[src/rtl/ram_arbiter_pkg.sv]
// ram_arbiter_pkg
//   Shared types and constants for the RAM arbiter slice:
//   - state_e : one-hot arbiter states (IDLE, GRANT, RETURN)
//   - owner_e : 2-bit IDs of the three caches (BC, DC, VC)
//   - WRITE_MASK_ALL : full-word byte mask driven to the RAM
//   - fertig_onehot() : maps an owner ID to its {VC, DC, BC} Fertig bit
package ram_arbiter_pkg;

    typedef enum logic [2:0] {
        ST_IDLE   = 3'b001,
        ST_GRANT  = 3'b010,
        ST_RETURN = 3'b100
    } state_e;

    typedef enum logic [1:0] {
        OWNER_BC = 2'd0,
        OWNER_DC = 2'd1,
        OWNER_VC = 2'd2
    } owner_e;

    localparam logic [3:0] WRITE_MASK_ALL = 4'b1111;

    // Bit order {VC, DC, BC}
    function automatic logic [2:0] fertig_onehot(input owner_e owner);
        logic [2:0] f;
        f = '0;
        case (owner)
            OWNER_BC: f = 3'b001;
            OWNER_DC: f = 3'b010;
            OWNER_VC: f = 3'b100;
            default:  f = '0;
        endcase
        return f;
    endfunction

endpackage

[src/rtl/ram_arbiter_if.sv]
// ram_arbiter_if
//   Bus bundle between the three caches, the arbiter and the external RAM.
//   Cache side : xxSchreiben/xxLesen (level requests), xxAdresse (23 bit word
//                address), xxDaten (write data), xxFertig (completion pulse),
//                DatenAusgabe (returned data).
//   RAM side   : Schreiben/Lesen strobes, Adresse (26 bit), SchreibDaten,
//                WriteMask, LeseDaten, RAMFertig, Zeitueberschreitung.
//   Modports   : slave  - the arbiter
//                master - caches + RAM model driving the arbiter
interface ram_arbiter_if;

    logic        BCSchreiben, BCLesen;
    logic [22:0] BCAdresse;
    logic [31:0] BCDaten;
    logic        BCFertig;

    logic        DCSchreiben, DCLesen;
    logic [22:0] DCAdresse;
    logic [31:0] DCDaten;
    logic        DCFertig;

    logic        VCSchreiben, VCLesen;
    logic [22:0] VCAdresse;
    logic [31:0] VCDaten;
    logic        VCFertig;

    logic [31:0] LeseDaten;
    logic        RAMFertig;
    logic [31:0] DatenAusgabe;
    logic        Schreiben, Lesen;
    logic [25:0] Adresse;
    logic [31:0] SchreibDaten;
    logic [3:0]  WriteMask;
    logic        Zeitueberschreitung;

    modport slave (
        input  BCSchreiben, BCLesen, BCAdresse, BCDaten,
        input  DCSchreiben, DCLesen, DCAdresse, DCDaten,
        input  VCSchreiben, VCLesen, VCAdresse, VCDaten,
        input  LeseDaten, RAMFertig,
        output BCFertig, DCFertig, VCFertig,
        output DatenAusgabe, Schreiben, Lesen, Adresse, SchreibDaten,
        output WriteMask, Zeitueberschreitung
    );

    modport master (
        output BCSchreiben, BCLesen, BCAdresse, BCDaten,
        output DCSchreiben, DCLesen, DCAdresse, DCDaten,
        output VCSchreiben, VCLesen, VCAdresse, VCDaten,
        output LeseDaten, RAMFertig,
        input  BCFertig, DCFertig, VCFertig,
        input  DatenAusgabe, Schreiben, Lesen, Adresse, SchreibDaten,
        input  WriteMask, Zeitueberschreitung
    );

endinterface

[src/rtl/ram_arbiter_prio.sv]
// ram_arbiter_prio
//   Winner selection among the three cache requests.
//   Default: fixed priority BC > DC > VC, purely combinational.
//   Macro ALTERUNG_EN: DC and VC each own an aging counter; a requester whose
//   counter reached ALTER_LIMIT jumps to top priority (DC before VC).
//   Ports:
//     clk_i, rst_ni        clock, synchronous active-low reset (aging only)
//     bc/dc/vc_req_i       combined Schreiben|Lesen request per cache
//     idle_i               arbiter is in IDLE, i.e. owner_o is taken this cycle
//     owner_i              current owner while the arbiter is busy
//     owner_o, valid_o     selected cache and "some request pending"
module ram_arbiter_prio
    import ram_arbiter_pkg::*;
#(
    parameter int unsigned ALTER_LIMIT = 15
) (
    input  logic   clk_i,
    input  logic   rst_ni,
    input  logic   bc_req_i,
    input  logic   dc_req_i,
    input  logic   vc_req_i,
    input  logic   idle_i,
    input  owner_e owner_i,
    output owner_e owner_o,
    output logic   valid_o
);

    assign valid_o = bc_req_i | dc_req_i | vc_req_i;

`ifdef ALTERUNG_EN
    localparam int unsigned AW = (ALTER_LIMIT < 1) ? 1 : $clog2(ALTER_LIMIT + 1);
    localparam logic [AW-1:0] LIMIT_C = AW'(ALTER_LIMIT);

    logic [AW-1:0] dc_age_q, vc_age_q;
    logic          dc_aged, vc_aged;

    assign dc_aged = dc_req_i && (dc_age_q == LIMIT_C);
    assign vc_aged = vc_req_i && (vc_age_q == LIMIT_C);

    always_comb begin
        owner_o = OWNER_BC;
        if (dc_aged)       owner_o = OWNER_DC;
        else if (vc_aged)  owner_o = OWNER_VC;
        else if (bc_req_i) owner_o = OWNER_BC;
        else if (dc_req_i) owner_o = OWNER_DC;
        else if (vc_req_i) owner_o = OWNER_VC;
    end

    // A cache ages while it waits; being served (busy with it as owner)
    // does not count as waiting.
    always_ff @(posedge clk_i) begin
        if (!rst_ni) begin
            dc_age_q <= '0;
            vc_age_q <= '0;
        end else begin
            if (idle_i && valid_o && owner_o == OWNER_DC)
                dc_age_q <= '0;
            else if (dc_req_i && !(!idle_i && owner_i == OWNER_DC) && dc_age_q != LIMIT_C)
                dc_age_q <= dc_age_q + AW'(1);

            if (idle_i && valid_o && owner_o == OWNER_VC)
                vc_age_q <= '0;
            else if (vc_req_i && !(!idle_i && owner_i == OWNER_VC) && vc_age_q != LIMIT_C)
                vc_age_q <= vc_age_q + AW'(1);
        end
    end
`else
    always_comb begin
        owner_o = OWNER_BC;
        if (bc_req_i)      owner_o = OWNER_BC;
        else if (dc_req_i) owner_o = OWNER_DC;
        else if (vc_req_i) owner_o = OWNER_VC;
    end

    // Aging inputs are only consumed in the ALTERUNG_EN build.
    logic unused_aging;
    assign unused_aging = ^{clk_i, rst_ni, idle_i, owner_i, 32'(ALTER_LIMIT)};
`endif

endmodule

[src/rtl/ram_arbiter.sv]
// ram_arbiter
//   Shares one external RAM port between instruction (BC), data (DC) and
//   video (VC) caches. One access at a time: IDLE picks a winner and
//   registers command/address/data, GRANT holds them until RAMFertig (or the
//   watchdog expires), RETURN pulses the owner's Fertig for one cycle.
//   Ports:
//     Clock, Reset   rising-edge clock, synchronous active-low reset
//     bus (slave)    cache requests/data/Fertig and RAM strobes/data
//   Parameters: BC/DC/VC_PRAEFIX (upper 3 RAM address bits per cache),
//     TIMEOUT (max GRANT cycles), ALTER_LIMIT (aging threshold).
//   Optional: define ALTERUNG_EN to enable aging priority in ram_arbiter_prio.
module ram_arbiter
    import ram_arbiter_pkg::*;
#(
    parameter logic [2:0]  BC_PRAEFIX  = 3'b000,
    parameter logic [2:0]  DC_PRAEFIX  = 3'b000,
    parameter logic [2:0]  VC_PRAEFIX  = 3'b000,
    parameter int unsigned TIMEOUT     = 1023,
    parameter int unsigned ALTER_LIMIT = 15
) (
    input logic          Clock,
    input logic          Reset,
    ram_arbiter_if.slave bus
);

    localparam int unsigned   CW        = (TIMEOUT < 1) ? 1 : $clog2(TIMEOUT + 1);
    localparam logic [CW-1:0] TIMEOUT_C = CW'(TIMEOUT);

    state_e        state_q;
    owner_e        owner_q;
    logic          schreiben_q, lesen_q;
    logic [25:0]   adresse_q;
    logic [31:0]   schreibdaten_q;
    logic [31:0]   datenausgabe_q;
    logic [CW-1:0] cnt_q;
    logic [2:0]    fertig_q;
    logic          timeout_q;

    owner_e        win_owner;
    logic          win_valid;
    logic          sel_wr_d;
    logic [25:0]   sel_adr_d;
    logic [31:0]   sel_dat_d;

    ram_arbiter_prio #(
        .ALTER_LIMIT(ALTER_LIMIT)
    ) u_prio (
        .clk_i   (Clock),
        .rst_ni  (Reset),
        .bc_req_i(bus.BCSchreiben | bus.BCLesen),
        .dc_req_i(bus.DCSchreiben | bus.DCLesen),
        .vc_req_i(bus.VCSchreiben | bus.VCLesen),
        .idle_i  (state_q == ST_IDLE),
        .owner_i (owner_q),
        .owner_o (win_owner),
        .valid_o (win_valid)
    );

    // Command of the winning cache; Schreiben dominates when both are set.
    always_comb begin
        sel_wr_d  = bus.BCSchreiben;
        sel_adr_d = {BC_PRAEFIX, bus.BCAdresse};
        sel_dat_d = bus.BCDaten;
        case (win_owner)
            OWNER_DC: begin
                sel_wr_d  = bus.DCSchreiben;
                sel_adr_d = {DC_PRAEFIX, bus.DCAdresse};
                sel_dat_d = bus.DCDaten;
            end
            OWNER_VC: begin
                sel_wr_d  = bus.VCSchreiben;
                sel_adr_d = {VC_PRAEFIX, bus.VCAdresse};
                sel_dat_d = bus.VCDaten;
            end
            default: ;
        endcase
    end

    always_ff @(posedge Clock) begin
        if (!Reset) begin
            state_q        <= ST_IDLE;
            owner_q        <= OWNER_BC;
            schreiben_q    <= 1'b0;
            lesen_q        <= 1'b0;
            adresse_q      <= '0;
            schreibdaten_q <= '0;
            datenausgabe_q <= '0;
            cnt_q          <= '0;
            fertig_q       <= '0;
            timeout_q      <= 1'b0;
        end else begin
            fertig_q  <= '0;
            timeout_q <= 1'b0;
            case (state_q)
                ST_IDLE: begin
                    if (win_valid) begin
                        state_q        <= ST_GRANT;
                        owner_q        <= win_owner;
                        schreiben_q    <= sel_wr_d;
                        lesen_q        <= !sel_wr_d;
                        adresse_q      <= sel_adr_d;
                        schreibdaten_q <= sel_dat_d;
                        cnt_q          <= '0;
                    end
                end
                ST_GRANT: begin
                    if (bus.RAMFertig) begin
                        datenausgabe_q <= lesen_q ? bus.LeseDaten : schreibdaten_q;
                        schreiben_q    <= 1'b0;
                        lesen_q        <= 1'b0;
                        fertig_q       <= fertig_onehot(owner_q);
                        state_q        <= ST_RETURN;
                    end else if (cnt_q == TIMEOUT_C) begin
                        datenausgabe_q <= '0;
                        schreiben_q    <= 1'b0;
                        lesen_q        <= 1'b0;
                        fertig_q       <= fertig_onehot(owner_q);
                        timeout_q      <= 1'b1;
                        state_q        <= ST_RETURN;
                    end else begin
                        cnt_q <= cnt_q + CW'(1);
                    end
                end
                ST_RETURN: state_q <= ST_IDLE;
                default:   state_q <= ST_IDLE;
            endcase
        end
    end

    assign bus.Schreiben           = schreiben_q;
    assign bus.Lesen               = lesen_q;
    assign bus.Adresse             = adresse_q;
    assign bus.SchreibDaten        = schreibdaten_q;
    assign bus.DatenAusgabe        = datenausgabe_q;
    assign bus.BCFertig            = fertig_q[0];
    assign bus.DCFertig            = fertig_q[1];
    assign bus.VCFertig            = fertig_q[2];
    assign bus.Zeitueberschreitung = timeout_q;
    assign bus.WriteMask           = WRITE_MASK_ALL;

endmodule

[src/flat_wrapper.sv]
// flat-port wrapper written by rule: the top's interface ports become plain ports
module ram_arbiter_flat import ram_arbiter_pkg::*;
#(
    parameter logic [2:0]  BC_PRAEFIX  = 3'b000,
    parameter logic [2:0]  DC_PRAEFIX  = 3'b000,
    parameter logic [2:0]  VC_PRAEFIX  = 3'b000,
    parameter int unsigned TIMEOUT     = 1023,
    parameter int unsigned ALTER_LIMIT = 15
)
  (Clock, Reset, bus_BCSchreiben, bus_BCLesen, bus_BCAdresse, bus_BCDaten, bus_DCSchreiben, bus_DCLesen, bus_DCAdresse, bus_DCDaten, bus_VCSchreiben, bus_VCLesen, bus_VCAdresse, bus_VCDaten, bus_LeseDaten, bus_RAMFertig, bus_BCFertig, bus_DCFertig, bus_VCFertig, bus_DatenAusgabe, bus_Schreiben, bus_Lesen, bus_Adresse, bus_SchreibDaten, bus_WriteMask, bus_Zeitueberschreitung);
  ram_arbiter_if bus_i ();
  input logic Clock;
  input logic Reset;
  input wire logic [$bits(bus_i.BCSchreiben)-1:0] bus_BCSchreiben;
  input wire logic [$bits(bus_i.BCLesen)-1:0] bus_BCLesen;
  input wire logic [$bits(bus_i.BCAdresse)-1:0] bus_BCAdresse;
  input wire logic [$bits(bus_i.BCDaten)-1:0] bus_BCDaten;
  input wire logic [$bits(bus_i.DCSchreiben)-1:0] bus_DCSchreiben;
  input wire logic [$bits(bus_i.DCLesen)-1:0] bus_DCLesen;
  input wire logic [$bits(bus_i.DCAdresse)-1:0] bus_DCAdresse;
  input wire logic [$bits(bus_i.DCDaten)-1:0] bus_DCDaten;
  input wire logic [$bits(bus_i.VCSchreiben)-1:0] bus_VCSchreiben;
  input wire logic [$bits(bus_i.VCLesen)-1:0] bus_VCLesen;
  input wire logic [$bits(bus_i.VCAdresse)-1:0] bus_VCAdresse;
  input wire logic [$bits(bus_i.VCDaten)-1:0] bus_VCDaten;
  input wire logic [$bits(bus_i.LeseDaten)-1:0] bus_LeseDaten;
  input wire logic [$bits(bus_i.RAMFertig)-1:0] bus_RAMFertig;
  output wire logic [$bits(bus_i.BCFertig)-1:0] bus_BCFertig;
  output wire logic [$bits(bus_i.DCFertig)-1:0] bus_DCFertig;
  output wire logic [$bits(bus_i.VCFertig)-1:0] bus_VCFertig;
  output wire logic [$bits(bus_i.DatenAusgabe)-1:0] bus_DatenAusgabe;
  output wire logic [$bits(bus_i.Schreiben)-1:0] bus_Schreiben;
  output wire logic [$bits(bus_i.Lesen)-1:0] bus_Lesen;
  output wire logic [$bits(bus_i.Adresse)-1:0] bus_Adresse;
  output wire logic [$bits(bus_i.SchreibDaten)-1:0] bus_SchreibDaten;
  output wire logic [$bits(bus_i.WriteMask)-1:0] bus_WriteMask;
  output wire logic [$bits(bus_i.Zeitueberschreitung)-1:0] bus_Zeitueberschreitung;
  assign bus_i.BCSchreiben = bus_BCSchreiben;
  assign bus_i.BCLesen = bus_BCLesen;
  assign bus_i.BCAdresse = bus_BCAdresse;
  assign bus_i.BCDaten = bus_BCDaten;
  assign bus_i.DCSchreiben = bus_DCSchreiben;
  assign bus_i.DCLesen = bus_DCLesen;
  assign bus_i.DCAdresse = bus_DCAdresse;
  assign bus_i.DCDaten = bus_DCDaten;
  assign bus_i.VCSchreiben = bus_VCSchreiben;
  assign bus_i.VCLesen = bus_VCLesen;
  assign bus_i.VCAdresse = bus_VCAdresse;
  assign bus_i.VCDaten = bus_VCDaten;
  assign bus_i.LeseDaten = bus_LeseDaten;
  assign bus_i.RAMFertig = bus_RAMFertig;
  assign bus_BCFertig = bus_i.BCFertig;
  assign bus_DCFertig = bus_i.DCFertig;
  assign bus_VCFertig = bus_i.VCFertig;
  assign bus_DatenAusgabe = bus_i.DatenAusgabe;
  assign bus_Schreiben = bus_i.Schreiben;
  assign bus_Lesen = bus_i.Lesen;
  assign bus_Adresse = bus_i.Adresse;
  assign bus_SchreibDaten = bus_i.SchreibDaten;
  assign bus_WriteMask = bus_i.WriteMask;
  assign bus_Zeitueberschreitung = bus_i.Zeitueberschreitung;
  ram_arbiter #(.BC_PRAEFIX(BC_PRAEFIX), .DC_PRAEFIX(DC_PRAEFIX), .VC_PRAEFIX(VC_PRAEFIX), .TIMEOUT(TIMEOUT), .ALTER_LIMIT(ALTER_LIMIT)) u_core (.Clock(Clock), .Reset(Reset), .bus(bus_i));
endmodule
[config.mk]
export PLATFORM = sky130hd
export DESIGN_NAME = ram_arbiter_flat
export DESIGN_NICKNAME = d
export VERILOG_FILES = /design/src/rtl/ram_arbiter_pkg.sv /design/src/rtl/ram_arbiter_if.sv /design/src/rtl/ram_arbiter_prio.sv /design/src/rtl/ram_arbiter.sv /design/src/flat_wrapper.sv
export SDC_FILE = /design/constraint.sdc
export NUM_CORES = 1
export LEC_CHECK = 0
export ABC_AREA = 0
export CAP_MARGIN = 10
export CORE_UTILIZATION = 34
export DETAILED_ROUTE_END_ITERATION = 8
export PLACE_DENSITY_LB_ADDON = 0.2
export REMOVE_ABC_BUFFERS = 1
export SLEW_MARGIN = 0
export SYNTH_ARGS = -nofsm -noshare
export SYNTH_HDL_FRONTEND = slang
export SYNTH_SLANG_ARGS = --single-unit
[constraint.sdc]
create_clock -name Clock -period 1.9 [get_ports Clock]
set_clock_uncertainty 0.1 [all_clocks]
set_input_delay 0.285 -clock Clock [delete_from_list [all_inputs] [get_ports Clock]]
set_output_delay 0.285 -clock Clock [all_outputs]
set_load 0.03 [all_outputs]
==> impl_metrics.toml, run 1 <==
[run_status]
status = "complete, but fails checks"
failed_checks = "DRC, setup timing"

[cells_and_area]
area_growth_pct = 81.1
fin_cells = 1021
finalNetCount = 1042
layout-drive-gt1-share_pct = 12.1
fin_area_sq_mm = 0.00894
final_common_cell = "clkdlybuf4s50_1"
final_core_util_pct = 63.7
layout_common_cells = "clkdlybuf4s50_1, dfxtp_1, a21oi_1"

[yosys]
synth_area_leaders = "dfxtp_1, a222oi_1, a21oi_1, mux2i_1, o2bb2ai_1"
synth-compound-area-share_pct = 33.2
avgSynthCellArea_sq_um = 9.52
synthMuxAreaShare_pct = 6.49
async_flop_share_pct = 0
ys_ff_latch = 108
synth_xor_area_share_pct = 0
yosysTopAreaCell = "dfxtp_1"
synth_top_family_by_area = "compound AO/OA/AOI/OAI gates"
ys_warn_count = 0
netlist.area_leader.share_pct = 43.8
synthAdderAreaFrac_pct = 0.253
synth_edf_count = 0
synth-simple-area-share_pct = 9.55
synth_area_sq_mm = 0.00494
synth_cells = 519
synth.distinct_cells = 53
ys_seq_area_share_pct = 43.8
synth_flop_cell = "dfxtp_1"

[timing]
fmax_mhz = 517
period_minus_slack_ns = 1.94
slew_violations = 0
fin_ws_ns = -0.0359
setup_violations = 2
hold_viol = 0
timing.final.crit_share_pct = 102
setup-tns-final_ns = -0.0367
relSlewSlack_pct = 59.6
rsz0062_at_grt = "true"
tightestPinTransition_ns = 0.605

[clocking]
hold_buffers = 0
cts_sinks = 108
clk_pin_slew_ns = 0.08
cts-root-buf = "clkbuf_16"
cts_tree = "built"
cts_buffer_depth = 2
h-tree-depth = 3
clk_latency_ns = 0.36
numCtsBuffers = 9

[worst_setup_path]
required_ns = 2.05
endpoint_kind = "register"
cp-start-kind = "register"
cp_data_arrival_time_ns = 2.09
crit_fanout = 7
crit_type = "register to register"

[pwr]
irDropWorstVdd_mv = 0.491
switching_share_pct = 34.7
p_int_mw = 5.23
pwr-share-clk_pct = 24.0
p_seq_share_pct = 34.4
power_leakage_nw = 3.23
p_sw_mw = 2.77
p_comb_share_pct = 41.6
power_density_mw_per_mm2 = 895

[detailed_routing]
wl_met1_microns = 7980
vias = 5736
drc = 7
drtIter0Drc = 454
dr_wl_met2_microns = 10900
wl_per_cell_microns = 20.6
via_per_inst = 5.62
ant_nets = 0
topRoutingLayerUsed = "met4"
met3_length_microns = 1410
dr.pass1.iters = 9
drt-total-wl_microns = 21000

[floorplan]
dieArea_sq_mm = 0.0150
placementRows = 43
die_w_microns = 123
io_pins = 306
initial_core_util_pct = 35.2
chipHeight_microns = 123
core_sq_mm = 0.0140

[placement]
postPlaceCellArea_sq_mm = 0.00835
dp_hpwl_microns = 15200
dp.cells = 993
gp_congestion = 0.892
numPortBuffers = 298

[run]
maxCapViolations = 0

[global_route]
grt_usage_pct = 27.3
grt_overflow = 0
grt_pass1_wl_microns = 30700
grt_pass1_vias = 5766
grt_max_degree = 38
antenna_found_initial = 1

[worst_hold_path]
hp-class = "register to register"
-- timing repair --
action	CTS	global route
cloned	5	2
gates resized for setup	19	18
pin swaps	4	5
buffers inserted	4	1
setup endpoints to repair	58	53
-- area by class of cell --
class	instances	area (sq um)
clock buffer	10	229
antenna	1	2.50
sequential	108	2170
clock inverter	6	65.1
multi-input combinational	356	2550
fill	1112	5100
timing repair buffer	356	3690
inverter	4	15.0
tap	180	225
-- per-stage QoR --
stage / setup WS [ns] / power [mW] / hold WS, ns
finish: -0.0359 / 8.00 / 0.363
global route: -0.124 / 8.29 / 0.382
CTS: 0.00589 / 7.92 / 0.368
detailed placement: -0.475 / 5.71 / 0.349
global placement: -0.425 / 5.65 / 0.346
floorplan: -2.13 / 4.16 / 0.269
-- cell usage after synthesis (2+ instances only) --
master / instances
buf_4: 8
mux2i_1: 32
clkbuf_8: 2
nor3_4: 2
a21oi_1: 64
a31o_2: 3
nand2_1: 30
o21ai_0: 41
conb_1: 2
o2bb2ai_1: 33
nor3b_1: 2
nand3_1: 8
a22oi_1: 23
a22o_1: 22
clkbuf_1: 30
a222oi_1: 33
buf_2: 12
nand4_1: 2
buf_6: 4
o21a_1: 3
o22ai_1: 3
or4_1: 3
nor2_1: 10
dfxtp_1: 108
nand2b_1: 4
nor3_1: 6
inv_1: 3
-- final timing paths --
kind                                   start  cells past startpoint  slack, ns                         end
setup / recovery             u_core.cnt_q[1]                      8      -0.04             u_core.cnt_q[0]
setup reg to reg             u_core.cnt_q[1]                      8      -0.04             u_core.cnt_q[0]
hold / removal    u_core.bus.DatenAusgabe[7]                      1       0.36  u_core.bus.DatenAusgabe[7]
hold reg to reg   u_core.bus.DatenAusgabe[7]                      1       0.36  u_core.bus.DatenAusgabe[7]
-- worst max-delay path, cell delays in order, from the launching register on --
cell and delay (ns):
dfxtp_2 0.36, ha_4 0.14, nand4_1 0.12, buf_4 0.17
o21a_1 0.18, o31ai_2 0.28, buf_4 0.21, nor4_1 0.06
a31o_2 0.22
-- power by group through the flow --
stage,sequential [mW],combinational [mW],clock (mW)
5_1_grt,2.79,3.48,2.02
4_1_cts,2.75,3.23,1.94
3_3_place_gp,2.78,2.87,0
2_1_floorplan,3.30,0.859,0
6_report,2.76,3.33,1.92
3_5_place_dp,2.79,2.92,0
-- sequential cells by signal, indices dropped and copies added (netlist names) --
name and count:
u_core.bus.Zeitueberschreitung 1, u_core.bus.DatenAusgabe 32, u_core.owner_q 2, u_core.bus.Lesen 1
u_core.fertig_q 3, u_core.cnt_q 10, u_core.bus.SchreibDaten 32, u_core.bus.Adresse 23
u_core.state_q 3, u_core.bus.Schreiben 1
-- cells by family (layout without fill, tap and decap cells) --
kind of cell / after synthesis / count (layout)
compound gates: 232 / 232
other cells: 2 / 8
simple gates: 83 / 84
buf+inv: 61 / 376
flops: 108 / 108
mux: 32 / 32
fa+ha+maj: 1 / 1
-- per-layer routing --
metal / global-route usage, % / vias to the layer above
met3: 6.09 / 47
li1: - / 2647
met1: 30.2 / 2756
met5: 0 / -
met4: 12.8 / 0
met2: 49.2 / 286
No activity file was read; power rests on OpenSTA's default activity.
==> run 2, diff against run 1 <==
clock period = 1.7 ns   (was 1.9 ns; I/O delays follow)
==> run 2 against run 1 <==
Compared with the run above:
- the flow still finishes with violations (DRC, setup timing)
- flip-flop and latch count unchanged
- utilization up 5.4 points
- hold slack better by 0.0026 ns
==> impl_metrics.toml, run 2 (synthesis gave the netlist of run 1 again) <==
[run_status]
status = "complete, but fails checks"
failed_checks = "DRC, setup timing"

[timing]
fin_ws_ns = -0.132
hold_viol = 0
fmax_mhz = 546
slew_violations = 0
setup_violations = 46
timing.final.crit_share_pct = 108
rsz0062_at_grt = "true"
hold_ws_ns = 0.366
period_minus_slack_ns = 1.83

[detailed_routing]
drtIter0Drc = 376
wl_per_cell_microns = 21.1
via_per_inst = 5.57
drc = 4
ant_nets = 0
vias = 5877
drt-total-wl_microns = 22300
dr.pass1.iters = 9

[global_route]
grt_pass1_wl_microns = 31300
grt_overflow = 0
grt_pass1_vias = 5843
grt_max_degree = 38
antenna_found_initial = 1
grt_usage_pct = 27.8

[cells_and_area]
finalNetCount = 1075
multi_input_area_sq_mm = 0.00303
final_common_cell = "clkdlybuf4s50_1"
fin_cells = 1055
layout-drive-gt1-share_pct = 23.6
final_core_util_pct = 69.1
layout_common_cells = "clkdlybuf4s50_1, dfxtp_1, dlygate4sd2_1"
n_fill_cell = 1096
area_growth_pct = 96.4
regArea_sq_mm = 0.00217

[worst_hold_path]
hp-class = "register to register"

[floorplan]
placementRows = 43
dieArea_sq_mm = 0.0150
initial_core_util_pct = 35.2
core_sq_mm = 0.0140
chipHeight_microns = 123
die_w_microns = 123
io_pins = 306

[placement]
numPortBuffers = 298
dp.cells = 1006
dp_slack_ns = -0.683
gp_congestion = 0.885
dp_hpwl_microns = 15200

[clocking]
h-tree-depth = 3
cts_tree = "built"
clk_pin_slew_ns = 0.07
cts_buffer_depth = 2
cts_sinks = 108
hold_buffers = 0
clk_latency_ns = 0.35
cts-root-buf = "clkbuf_16"
numCtsBuffers = 9

[worst_setup_path]
crit_type = "register to register"
path_buf_inv = 2
crit_chain = "ha_4 > nand4_1 > buf_4 > o21a_1 > o31ai_2 > buf_4 > nor4_1 > a31o_2"
endpoint_kind = "register"
max_stage_delay_ns = 0.36
cpMostUsedCell = "buf_4"
crit_family = "compound AO/OA/AOI/OAI gates"
cp_data_arrival_time_ns = 1.97
critPathSlowestCell = "dfxtp_2"
r2r_setup_slack_ns = -0.13
required_ns = 1.84
cp-start-kind = "register"
crit_fanout = 6

[pwr]
p_comb_share_pct = 42.9
power_leakage_nw = 3.97
switching_share_pct = 35.4
p_int_mw = 6.09
p_seq_share_pct = 32.7
p_sw_mw = 3.33
pwr-share-clk_pct = 24.4
power_density_mw_per_mm2 = 972
irDropWorstVdd_mv = 0.871

[run]
maxCapViolations = 0
run 2: repair_timing:
| action | in CTS | in global routing |
|---|---|---|
| setup buffers | 12 | 10 |
| endpoints found under the hold margin | 0 | 0 |
| pin swaps | 14 | 43 |
| resized for setup | 190 | 82 |
| endpoints found under the setup margin | 193 | 107 |
| cloned | 6 | 4 |
run 2: area by class of cell:
type / instances / share of cell area [%]
repair buffers: 390 / 40.6
multi-input cells: 355 / 31.3
flip-flops and latches: 108 / 22.4
clock buffers: 12 / 2.54
well taps: 180 / 2.32
clock inverters: 4 / 0.748
inverters: 4 / 0.155
diodes: 2 / 0.0516
run 2: layer usage:
layer  routed length, microns  global-route usage [%]
met1                     8290                    29.2
met2                    11600                    50.7
met3                     1490                    8.22
met4                      903                    12.8
met5                        0                       0
run 2: worst paths after layout:
| check | from | end | depth (start not counted) |
|---|---|---|---|
| setup / recovery | u_core.cnt_q[0] | u_core.cnt_q[0] | 8 |
| hold / removal | u_core.bus.DatenAusgabe[20] | u_core.bus.DatenAusgabe[20] | 1 |
| setup reg to reg | u_core.cnt_q[0] | u_core.cnt_q[0] | 8 |
| hold reg to reg | u_core.bus.DatenAusgabe[20] | u_core.bus.DatenAusgabe[20] | 1 |
run 2: metrics by stage:
| stage | power, mW | area [sq um] | TNS (ns) |
|---|---|---|---|
| 6_report | 9.43 | 9700 | -2.24 |
| 3_3_place_gp | 6.35 | 8430 | -44.37 |
| 2_1_floorplan | 4.65 | 4650 | -143.04 |
| 3_5_place_dp | 6.41 | 8430 | -47.58 |
| 5_1_grt | 9.81 | 9690 | -4.52 |
| 4_1_cts | 9.17 | 9050 | -0.510 |
run 2: power groups by stage:
stage / combinational (mW) / clock, mW / sequential (mW)
after floorplan: 0.960 / 0 / 3.69
after global placement: 3.26 / 0 / 3.09
after detailed placement: 3.31 / 0 / 3.10
after CTS: 3.76 / 2.35 / 3.07
after global routing: 4.23 / 2.45 / 3.12
final: 4.04 / 2.30 / 3.09
==> run 3, diff against run 2 <==
CORE_UTILIZATION = 35   (was 34)
SYNTH_HIERARCHICAL = 1   (was not set)
==> run 3 against run 2 <==
Compared with the run above:
- the flow finishes with violations (setup timing)
- synthesized area increased by 6.5%
- non-clock buffer count increased by 10
- count of clock-buffer cells in the layout decreased by 2
- global-route usage increased by 1.8 points
- utilization increased by 3.2 points
- worst setup slack got worse by 0.025 ns
- final area increased by 8.8%
==> impl_metrics.toml, run 3 <==
[yosys]
synthAdderAreaFrac_pct = 0.714
synth_area_leaders = "dfxtp_1, nand2_1, a22oi_1, mux2i_1, a21oi_1"
ys_top_cells_by_count = "nand2_1, dfxtp_1, a21oi_1, o21ai_0, a22oi_1"
synth_area_sq_mm = 0.00526
synth_cells = 670
synth_xor_area_share_pct = 0
synth.distinct_cells = 45
synth-compound-area-share_pct = 27.4
netlist.area_leader.share_pct = 41.1
synth-simple-area-share_pct = 19.1
avgSynthCellArea_sq_um = 7.85
yosysMostFrequentCell = "nand2_1"
ys_ff_latch = 108
yosysTopAreaCell = "dfxtp_1"
synth_top_family_by_area = "compound AO/OA/AOI/OAI gates"
synth_edf_count = 0
async_flop_share_pct = 0
synthMuxAreaShare_pct = 6.09
synth_flop_cell = "dfxtp_1"
ys_warn_count = 6
ys_seq_area_share_pct = 41.1

[placement]
dp_hpwl_microns = 14000
postPlaceCellArea_sq_mm = 0.00882
dp_slack_ns = -0.763
gp_congestion = 0.839
dp.cells = 1150
numPortBuffers = 298

[global_route]
grt_pass1_wl_microns = 36000
grt_usage_pct = 29.7
grt_overflow = 0
antenna_found_initial = 0
grt_max_degree = 38
grt_pass1_vias = 6648
met3_usage_pct = 5.20
grtUsageMet2_pct = 53.1
top_usage_layer = "met2"
grt_use_met1_pct = 34.3

[floorplan]
dieArea_sq_mm = 0.0155
die_w_microns = 125
core_sq_mm = 0.0146
placementRows = 44
chipHeight_microns = 125
io_pins = 306
initial_core_util_pct = 36.0

[detailed_routing]
drtIter0Drc = 391
ant_nets = 0
vias = 6622
wl_per_cell_microns = 20.0
drt-total-wl_microns = 24300
drc = 0
via_per_inst = 5.46
dr.pass1.iters = 6

[worst_setup_path]
cp-start-kind = "input port"
endpoint_kind = "register"
cp_data_arrival_time_ns = 1.99
rr_worst_depth = 5
crit_type = "input port to register"
required_ns = 1.84
crit_fanout = 4

[cells_and_area]
fin_area_sq_mm = 0.0105
multi_input_area_sq_mm = 0.00341
n_fill_cell = 1072
diodes = 0
layout-drive-gt1-share_pct = 25.7
final_common_cell = "clkdlybuf4s50_1"
fin_cells = 1213
regArea_sq_mm = 0.00218
layout_common_cells = "clkdlybuf4s50_1, nand2_1, dfxtp_1"
finalNetCount = 1233
area_growth_pct = 101

[run_status]
failed_checks = "setup timing"
status = "complete, but fails checks"

[pwr]
p_sw_mw = 2.66
pwr-share-clk_pct = 27.4
p_seq_share_pct = 35.9
power.total_mw = 7.88
power_leakage_nw = 4.35
irDropWorstVdd_mv = 0.508
switching_share_pct = 33.7
p_int_mw = 5.23
p_comb_share_pct = 36.7
power_density_mw_per_mm2 = 747

[worst_hold_path]
holdPathStages = 5
hp-class = "input port to register"

[timing]
slew_violations = 0
rsz0062_at_grt = "true"
hold_ws_ns = 0.219
period_minus_slack_ns = 1.86
timing.final.crit_share_pct = 109
hold_viol = 0
setup_violations = 47
fin_ws_ns = -0.157
fmax_mhz = 538

[clocking]
clk_latency_ns = 0.36
cts_sinks = 108
clk_pin_slew_ns = 0.07
numCtsBuffers = 9
cts_tree = "built"
cts_buffer_depth = 2
h-tree-depth = 3
hold_buffers = 0
cts-root-buf = "clkbuf_16"

[run]
maxCapViolations = 0
==> run 3: cell count changes after synthesis, sizes merged, moves of 4 or more <==
cell and delta:
a22oi +33, a222oi -33, nand2 +154, o21ai +19
clkbuf +19, a22o -22, inv +4, nor3 -5
buf -14
==> run 3: stage by stage <==
step	TNS, ns	util [%]
6_report	-2.68	72.3
5_1_grt	-6.22	72.3
4_1_cts	-1.45	69.9
2_1_floorplan	-118.64	-
3_5_place_dp	-53.33	60.5
3_3_place_gp	-49.72	60.5
==> run 3: layout make-up <==
class                           instances  share of cell area [%]
Clock buffer                           10                    2.17
Clock inverter                          6                   0.617
Inverter                                7                   0.249
Multi-Input combinational cell        498                    32.3
Sequential cell                       108                    20.7
Tap cell                              184                    2.18
Timing Repair Buffer                  400                    41.8
==> run 3: worst max-delay path: stages <==
cell and delay [ns]:
buf_6 0.09, or2_4 0.25, buf_4 0.14, nor2b_4 0.13
buf_12 0.12, ha_4 0.18, buf_12 0.14, buf_12 0.13
buf_16 0.13, a22oi_2 0.19, o21ai_2 0.09, nand2_1 0.08
a21oi_2 0.05
==> run 3: cells by family (layout without fill, tap and decap cells) <==
group,count (synthesis),count (layout)
other,2,7
and+or+nand+nor,231,231
AOI/OAI and AO/OA,225,225
buffers and inverters,69,423
adders and majority gates,3,3
DFF,108,108
muxes,32,32
==> run 3: path summary, 6_finish.rpt <==
path                                from                endpoint  slack, ns
setup / recovery             bus_DCLesen   u_core/bus.Adresse[0]      -0.16
hold / removal               bus_DCLesen       u_core/owner_q[1]       0.22
setup reg to reg         u_core/cnt_q[0]         u_core/cnt_q[9]      -0.06
hold reg to reg   u_core/bus.Adresse[16]  u_core/bus.Adresse[16]       0.35
==> run 3: power by group through the flow <==
stage	Sequential, mW	Clock (mW)	Combinational (mW)
finish	2.83	2.16	2.89
global route	2.85	2.30	3.04
CTS	2.83	2.18	2.73
detailed placement	2.89	0	2.39
global placement	2.88	0	2.38
floorplan	3.25	0	0.740
==> run 3: routing by layer <==
| metal | vias up | part of all wire, % | wire, microns |
|---|---|---|---|
| li1 | 3095 | - | - |
| met1 | 3157 | 38 | 9350 |
| met4 | 0 | 3.9 | 960 |
| met5 | - | 0 | 0 |
| met2 | 303 | 52 | 12600 |
| met3 | 67 | 5.8 | 1410 |
==> run 3: repair_timing <==
action	in CTS	in global routing
setup endpoints to repair	195	107
gates cloned	20	3
setup buffers	28	5
resized for setup	258	90
pin swaps	55	68
